**config.mk**
```make
export PLATFORM = sky130hd
export DESIGN_NAME = branch_hazard_ctrl
export DESIGN_NICKNAME = d
export VERILOG_FILES = /design/src/rtl/branch_hazard_ctrl.sv
export SDC_FILE = /design/constraint.sdc
export NUM_CORES = 1
export LEC_CHECK = 0
export ABC_CLOCK_PERIOD_IN_PS = 4300
export CAP_MARGIN = 10
export CORE_ASPECT_RATIO = 1.2
export CORE_MARGIN = 3
export CORE_UTILIZATION = 41
export CTS_BUF_LIST = sky130_fd_sc_hd__clkbuf_16
export CTS_CLUSTER_SIZE = 30
export DETAILED_ROUTE_END_ITERATION = 8
export PLACE_DENSITY = 0.8
export SLEW_MARGIN = 25
export SYNTH_ARGS = -nofsm -noshare
export SYNTH_HDL_FRONTEND = slang
export SYNTH_SLANG_ARGS = --single-unit
```
**constraint.sdc**
```tcl
create_clock -name clk -period 4.3 [get_ports clk]
set_clock_uncertainty 0.05 [all_clocks]
set_input_delay 0.43 -clock clk [delete_from_list [all_inputs] [get_ports clk]]
set_output_delay 0.43 -clock clk [all_outputs]
set_load 0.05 [all_outputs]
```
**src/rtl/branch_hazard_ctrl.sv**
```systemverilog
// ---------------------------------------------------------------------------
// branch_hazard_ctrl
//
// Resolves conditional branches in the ID stage. It decides whether the
// branch comparator operands are available yet, stalls the front end while
// they are not, selects the comparator operand sources, and redirects and
// flushes on a taken branch.
//
// Optional feature: define BRANCH_PERF_EN to add 32-bit performance counters
// for resolves, taken resolves and stall cycles. Without the macro those
// ports and counters are absent.
//
// Ports
//   clk, rst_n                      clock, async active-low reset
//   id_sb_type                      ID holds a conditional branch
//   id_rs1, id_rs2                  branch source registers
//   ex_reg_write/ex_mem_read/ex_rd  EX-stage producer
//   mem_reg_write/mem_mem_read/mem_rd  MEM-stage producer
//   wb_reg_write/wb_rd              WB-stage producer
//   ext_stall                       global pipeline freeze
//   branch_in                       comparator result for current operands
//   fwd_a_sel, fwd_b_sel            00 regfile, 01 MEM ALU result, 10 WB data
//   stall                           hold PC and IF/ID, bubble ID/EX
//   branch_taken                    redirect PC
//   flush_if                        zero IF/ID
//   perf_branches/taken/stalls      (BRANCH_PERF_EN only) event counters
//
// State | meaning
// ------+-------------------------------------------------------------
// IDLE  | no branch pending; a hazard-free branch resolves here at once
// HOLD  | waiting on an EX-stage load; cnt counts remaining wait cycles
// RESOLVE | operands now forwardable; branch resolves this cycle
// ---------------------------------------------------------------------------
module branch_hazard_ctrl #(
    parameter int XLEN_REGS = 5
) (
    input  logic                 clk,
    input  logic                 rst_n,
    input  logic                 id_sb_type,
    input  logic [XLEN_REGS-1:0] id_rs1,
    input  logic [XLEN_REGS-1:0] id_rs2,
    input  logic                 ex_reg_write,
    input  logic                 ex_mem_read,
    input  logic [XLEN_REGS-1:0] ex_rd,
    input  logic                 mem_reg_write,
    input  logic                 mem_mem_read,
    input  logic [XLEN_REGS-1:0] mem_rd,
    input  logic                 wb_reg_write,
    input  logic [XLEN_REGS-1:0] wb_rd,
    input  logic                 ext_stall,
    input  logic                 branch_in,
    output logic [1:0]           fwd_a_sel,
    output logic [1:0]           fwd_b_sel,
    output logic                 stall,
    output logic                 branch_taken,
    output logic                 flush_if
`ifdef BRANCH_PERF_EN
    ,
    output logic [31:0]          perf_branches,
    output logic [31:0]          perf_taken,
    output logic [31:0]          perf_stalls
`endif
);

    typedef enum logic [1:0] {
        IDLE    = 2'd0,
        HOLD    = 2'd1,
        RESOLVE = 2'd2
    } state_t;

    state_t     state_q, state_d;
    logic [1:0] cnt_q, cnt_d;

    logic [1:0] need_a, need_b, need;
    logic [1:0] fwd_a, fwd_b;
    logic       stall_int;
    logic       resolve;

    function automatic logic reg_match(input logic [XLEN_REGS-1:0] f_x,
                                       input logic [XLEN_REGS-1:0] f_rd);
        return (f_rd != '0) && (f_rd == f_x);
    endfunction

    // Wait cycles an operand still needs before it can be forwarded:
    // an EX load needs two (value appears in WB), an EX ALU op or a MEM load
    // needs one.
    function automatic logic [1:0] need_of(input logic [XLEN_REGS-1:0] f_x,
                                           input logic                 f_ex_rw,
                                           input logic                 f_ex_mr,
                                           input logic [XLEN_REGS-1:0] f_ex_rd,
                                           input logic                 f_mem_mr,
                                           input logic [XLEN_REGS-1:0] f_mem_rd);
        if (f_ex_mr && reg_match(f_x, f_ex_rd))
            return 2'd2;
        else if (f_ex_rw && reg_match(f_x, f_ex_rd))
            return 2'd1;
        else if (f_mem_mr && reg_match(f_x, f_mem_rd))
            return 2'd1;
        else
            return 2'd0;
    endfunction

    // The younger producer (MEM ALU result) wins over WB.
    function automatic logic [1:0] fwd_of(input logic [XLEN_REGS-1:0] f_x,
                                          input logic                 f_mem_rw,
                                          input logic                 f_mem_mr,
                                          input logic [XLEN_REGS-1:0] f_mem_rd,
                                          input logic                 f_wb_rw,
                                          input logic [XLEN_REGS-1:0] f_wb_rd);
        if (f_mem_rw && !f_mem_mr && reg_match(f_x, f_mem_rd))
            return 2'b01;
        else if (f_wb_rw && reg_match(f_x, f_wb_rd))
            return 2'b10;
        else
            return 2'b00;
    endfunction

    always_comb begin
        need_a = need_of(id_rs1, ex_reg_write, ex_mem_read, ex_rd, mem_mem_read, mem_rd);
        need_b = need_of(id_rs2, ex_reg_write, ex_mem_read, ex_rd, mem_mem_read, mem_rd);
        need   = (need_a > need_b) ? need_a : need_b;
        fwd_a  = fwd_of(id_rs1, mem_reg_write, mem_mem_read, mem_rd, wb_reg_write, wb_rd);
        fwd_b  = fwd_of(id_rs2, mem_reg_write, mem_mem_read, mem_rd, wb_reg_write, wb_rd);
    end

    always_comb begin
        state_d   = state_q;
        cnt_d     = cnt_q;
        stall_int = 1'b0;
        resolve   = 1'b0;

        if (!id_sb_type) begin
            state_d = IDLE;
            cnt_d   = 2'd0;
        end else begin
            case (state_q)
                IDLE: begin
                    if (need != 2'd0) begin
                        stall_int = 1'b1;
                        cnt_d     = need - 2'd1;
                        state_d   = (need == 2'd2) ? HOLD : RESOLVE;
                    end else begin
                        resolve = 1'b1;
                    end
                end
                HOLD: begin
                    stall_int = 1'b1;
                    if (cnt_q == 2'd1) begin
                        state_d = RESOLVE;
                        cnt_d   = 2'd0;
                    end else begin
                        cnt_d = cnt_q - 2'd1;
                    end
                end
                RESOLVE: begin
                    resolve = 1'b1;
                    state_d = IDLE;
                end
                default: begin
                    state_d = IDLE;
                    cnt_d   = 2'd0;
                end
            endcase
        end

        // A frozen pipeline must not advance the FSM.
        if (ext_stall) begin
            state_d = state_q;
            cnt_d   = cnt_q;
        end
    end

    always_ff @(posedge clk or negedge rst_n) begin
        if (!rst_n) begin
            state_q <= IDLE;
            cnt_q   <= 2'd0;
        end else begin
            state_q <= state_d;
            cnt_q   <= cnt_d;
        end
    end

    // Outputs are gated by rst_n so an asserted reset silences them at once,
    // even while ID still presents a hazarding branch.
    always_comb begin
        stall        = rst_n & stall_int;
        branch_taken = rst_n & resolve & ~ext_stall & branch_in;
        flush_if     = rst_n & resolve & ~ext_stall & branch_in;
        fwd_a_sel    = (rst_n && id_sb_type) ? fwd_a : 2'b00;
        fwd_b_sel    = (rst_n && id_sb_type) ? fwd_b : 2'b00;
    end

`ifdef BRANCH_PERF_EN
    logic [31:0] perf_branches_q, perf_branches_d;
    logic [31:0] perf_taken_q,    perf_taken_d;
    logic [31:0] perf_stalls_q,   perf_stalls_d;

    always_comb begin
        perf_branches_d = perf_branches_q;
        perf_taken_d    = perf_taken_q;
        perf_stalls_d   = perf_stalls_q;
        if (resolve && !ext_stall) begin
            perf_branches_d = perf_branches_q + 32'd1;
            if (branch_in)
                perf_taken_d = perf_taken_q + 32'd1;
        end
        if (stall_int && !ext_stall)
            perf_stalls_d = perf_stalls_q + 32'd1;
    end

    always_ff @(posedge clk or negedge rst_n) begin
        if (!rst_n) begin
            perf_branches_q <= 32'd0;
            perf_taken_q    <= 32'd0;
            perf_stalls_q   <= 32'd0;
        end else begin
            perf_branches_q <= perf_branches_d;
            perf_taken_q    <= perf_taken_d;
            perf_stalls_q   <= perf_stalls_d;
        end
    end

    assign perf_branches = perf_branches_q;
    assign perf_taken    = perf_taken_q;
    assign perf_stalls   = perf_stalls_q;
`endif

endmodule
```
==> results by group <==
Floorplanning
  – Std-Cell Core Area: 1940 um2
  – FP Rows: 17
  – Die W: 48.5 um
  – Num ports: 42
  – Initial Utilization: 0.460
  – Die area: 2770 um2
  – Die Height: 57.0 um

Clocking
  – CTS Hold Bufs: 0
  – CTS tree: built
  – Clock buffer depth: 2
  – Num CTS Buffers: 3
  – Clk sinks: 4
  – Root Driver: clkbuf_16
  – Worst-Skew Late Latency: 0.22 ns
  – H-tree depth: 1
  – Clock transition at the registers of the reported paths: 0.03 ns

Critical path
  – WP data required: 3.82 ns
  – CP Max Fanout: 4
  – Worst Setup EP: stall
  – CP Capture Type: output port
  – R2r worst-path depth: 5
  – Critical setup path kind: input port to output port
  – CP Launch Type: input port
  – Crit Reg-Reg Startpoint: state_q[0]
  – CP arrival: 3.61 ns
  – Setup slack, reg-to-reg: 2.78 ns
  – CP startpoint: ex_rd[3]
  – Worst R2R End: cnt_q[0]

Yosys
  – Top-count cell post-synth: xnor2_1
  – Synth warnings: 0
  – Distinct cells, synth: 41
  – Synth Cell Area: 890 um2
  – Syn_area_per_cell: 7.60 um2
  – Post-Syn Nets: 158
  – Post-synth EDFFs: 0
  – Top cells by count, synth: 18 x xnor2_1, 12 x xor2_1, 8 x inv_1, 8 x nor2_1, 7 x nand2_1
  – Synth top area cells: xnor2_1 18%, xor2_1 12%, dfrtp_1 11%, ha_1 8.4%, nor3_1 3.4%
  – Synth top area share: 0.177
  – Area leader, netlist: xnor2_1
  – Post-synth ARST share: 1.00
  – Flops & latches, synth: 4
  – Predominant post-synthesis flop cell: dfrtp_1
  – Mapped Cells: 117
  – Seq/Total Area, Yosys: 0.113

Timing
  – Period utilization: 0.950
  – Min cycle time layout: 4.09 ns
  – Unrepaired setup endpoints after global routing: false
  – Slew HR: 0.658
  – Setup TNS: 0 ns
  – Slew Limit Fails: 0
  – Peak Freq: 0.245 GHz
  – Setup violators final: 0
  – Count of final hold-check violations: 0
  – Worst slew pin tran: 0.511 ns

Power and ir drop
  – Tot Pwr: 0.311 mW
  – Peak supply drop: 169 uV
  – Cell area power density: 209 nW/um2
  – P_leak: 0.625 nW

Drt
  – Wire length per cell: 13.8 um
  – DRT Pass-1 Iters: 4
  – Final WL: 2.61 mm
  – DRT iter0 DRCs: 16
  – Via density: 5.44
  – Vias post-DR: 1029
  – DRC viols: 0
  – Post-DRT Antenna Nets: 0

Layout
  – Fraction of layout cells with a size suffix above 1: 0.0994
  – Fillers: 139
  – Area Growth Syn to Fin: 67.1%
  – Layout net count: 204
  – N_diodes: 0

GRT
  – Total global-route track usage: 0.186
  – Number of global-route vias before repair: 1048
  – First-pass GRT wire length: 4.15 mm
  – Remaining global-route overflow: 0
  – Largest net degree at the start of global routing: 12
  – Initial antenna violation count: 0

Worst hold path
  – HP Class: input port to async pin

Placed design
  – GPL Wtd Cong: 0.772
  – Hpwl dp: 2.27 mm
  – Port bufs: 41

Status
  – Outcome: finished, final reports clean

Job
  – Max Cap Viol: 0
==> metal layers <==
metal / vias up / routed length, um / global-route usage
met4: 0 / 42 / 0.0935
li1: 509 / - / -
met3: 4 / 105 / 0.0287
met1: 483 / 978 / 0.176
met2: 33 / 1480 / 0.382
met5: - / 0 / 0
==> metrics by stage <==
stage                     setup WS, ns  utilization  cells  cell area [um2]  hold WS [ns]
after floorplan                  0.138            -    117              895        0.0844
after global placement           0.225        0.706    185             1370         0.421
after detailed placement        0.0449        0.706    185             1370         0.424
after CTS                       0.0403        0.745    188             1440         0.417
after global routing           0.00646        0.768    189             1490         0.435
final                            0.214        0.768    189             1490         0.412
==> critical path, stage by stage <==
cell,delay (ns)
clkdlybuf4s50_1,0.48
or4_4,0.51
o211ai_1,0.23
or2_2,0.16
and2_1,0.15
nor2_1,0.05
ha_1,0.28
inv_1,0.05
o22ai_2,0.17
nand2_1,0.09
o22a_1,0.21
ha_2,0.21
inv_1,0.07
nor2_1,0.05
nor3_2,0.25
clkbuf_16,0.21
==> cell usage in the layout, fill, tap and decap left out, types with 2 or more instances in the layout <==
master           synthesis  routed
o21ai_0                  2       2
nand2_1                  7       7
nor4_1                   2       2
or4_1                    2       2
inv_1                    8       8
xnor2_1                 18      18
nor2b_1                  2       2
o31ai_1                  2       2
dfrtp_1                  4       4
ha_1                     6       5
o211ai_1                 3       3
clkbuf_16                0       4
clkdlybuf4s50_1          0      33
buf_12                   0       2
dlymetal6s2s_1           0       5
nor2_1                   8       8
nand4_1                  2       2
xor2_1                  12      12
buf_4                    1       2
nor3_1                   6       4
nand3_1                  4       4
a21oi_1                  5       5
==> power breakdown <==
group / internal (mW) / switching, mW / total (mW)
registers: 0.0419 / 0.00365 / 0.0455
logic: 0.0658 / 0.0566 / 0.122
clock network: 0.119 / 0.0248 / 0.143
==> state kept, by name (all words and copies together) (netlist names) <==
name / flops
state_q: 2
cnt_q: 2
==> worst min path at each step <==
| stage | depth (start not counted) | start | to |
|---|---|---|---|
| after detailed placement | 2 | cnt_q[1] | cnt_q[1] |
| after floorplan | 0 | rst_n | cnt_q[0] |
| final | 1 | rst_n | state_q[1] |
| after global routing | 1 | rst_n | state_q[1] |
| after CTS | 1 | rst_n | state_q[1] |
| after global placement | 2 | cnt_q[1] | cnt_q[1] |
==> layout make-up <==
type,instances,area (um2),share of cell area
multi-input cells,103,773,0.520
repair buffers,43,473,0.318
flip-flops and latches,4,100,0.0673
clock buffers,3,75.1,0.0505
well taps,28,35.0,0.0236
inverters,8,30.0,0.0202
==> kinds of logic (layout without fill, tap and decap cells) <==
logic type,count (synthesis),in the layout,synth area share
AND/OR/NAND/NOR,44,44,0.277
XOR/XNOR,30,30,0.295
AO/OA/AOI/OAI,23,23,0.184
buffers and inverters,10,54,0.0464
adder cells (fa/ha/maj),6,6,0.0844
flip-flops,4,4,0.113
==> what timing repair did <==
item,in CTS,in global routing
buffers inserted,0,1
gates resized for setup,0,10
setup endpoints to repair,0,4
Power figures use the tool's default switching activity.
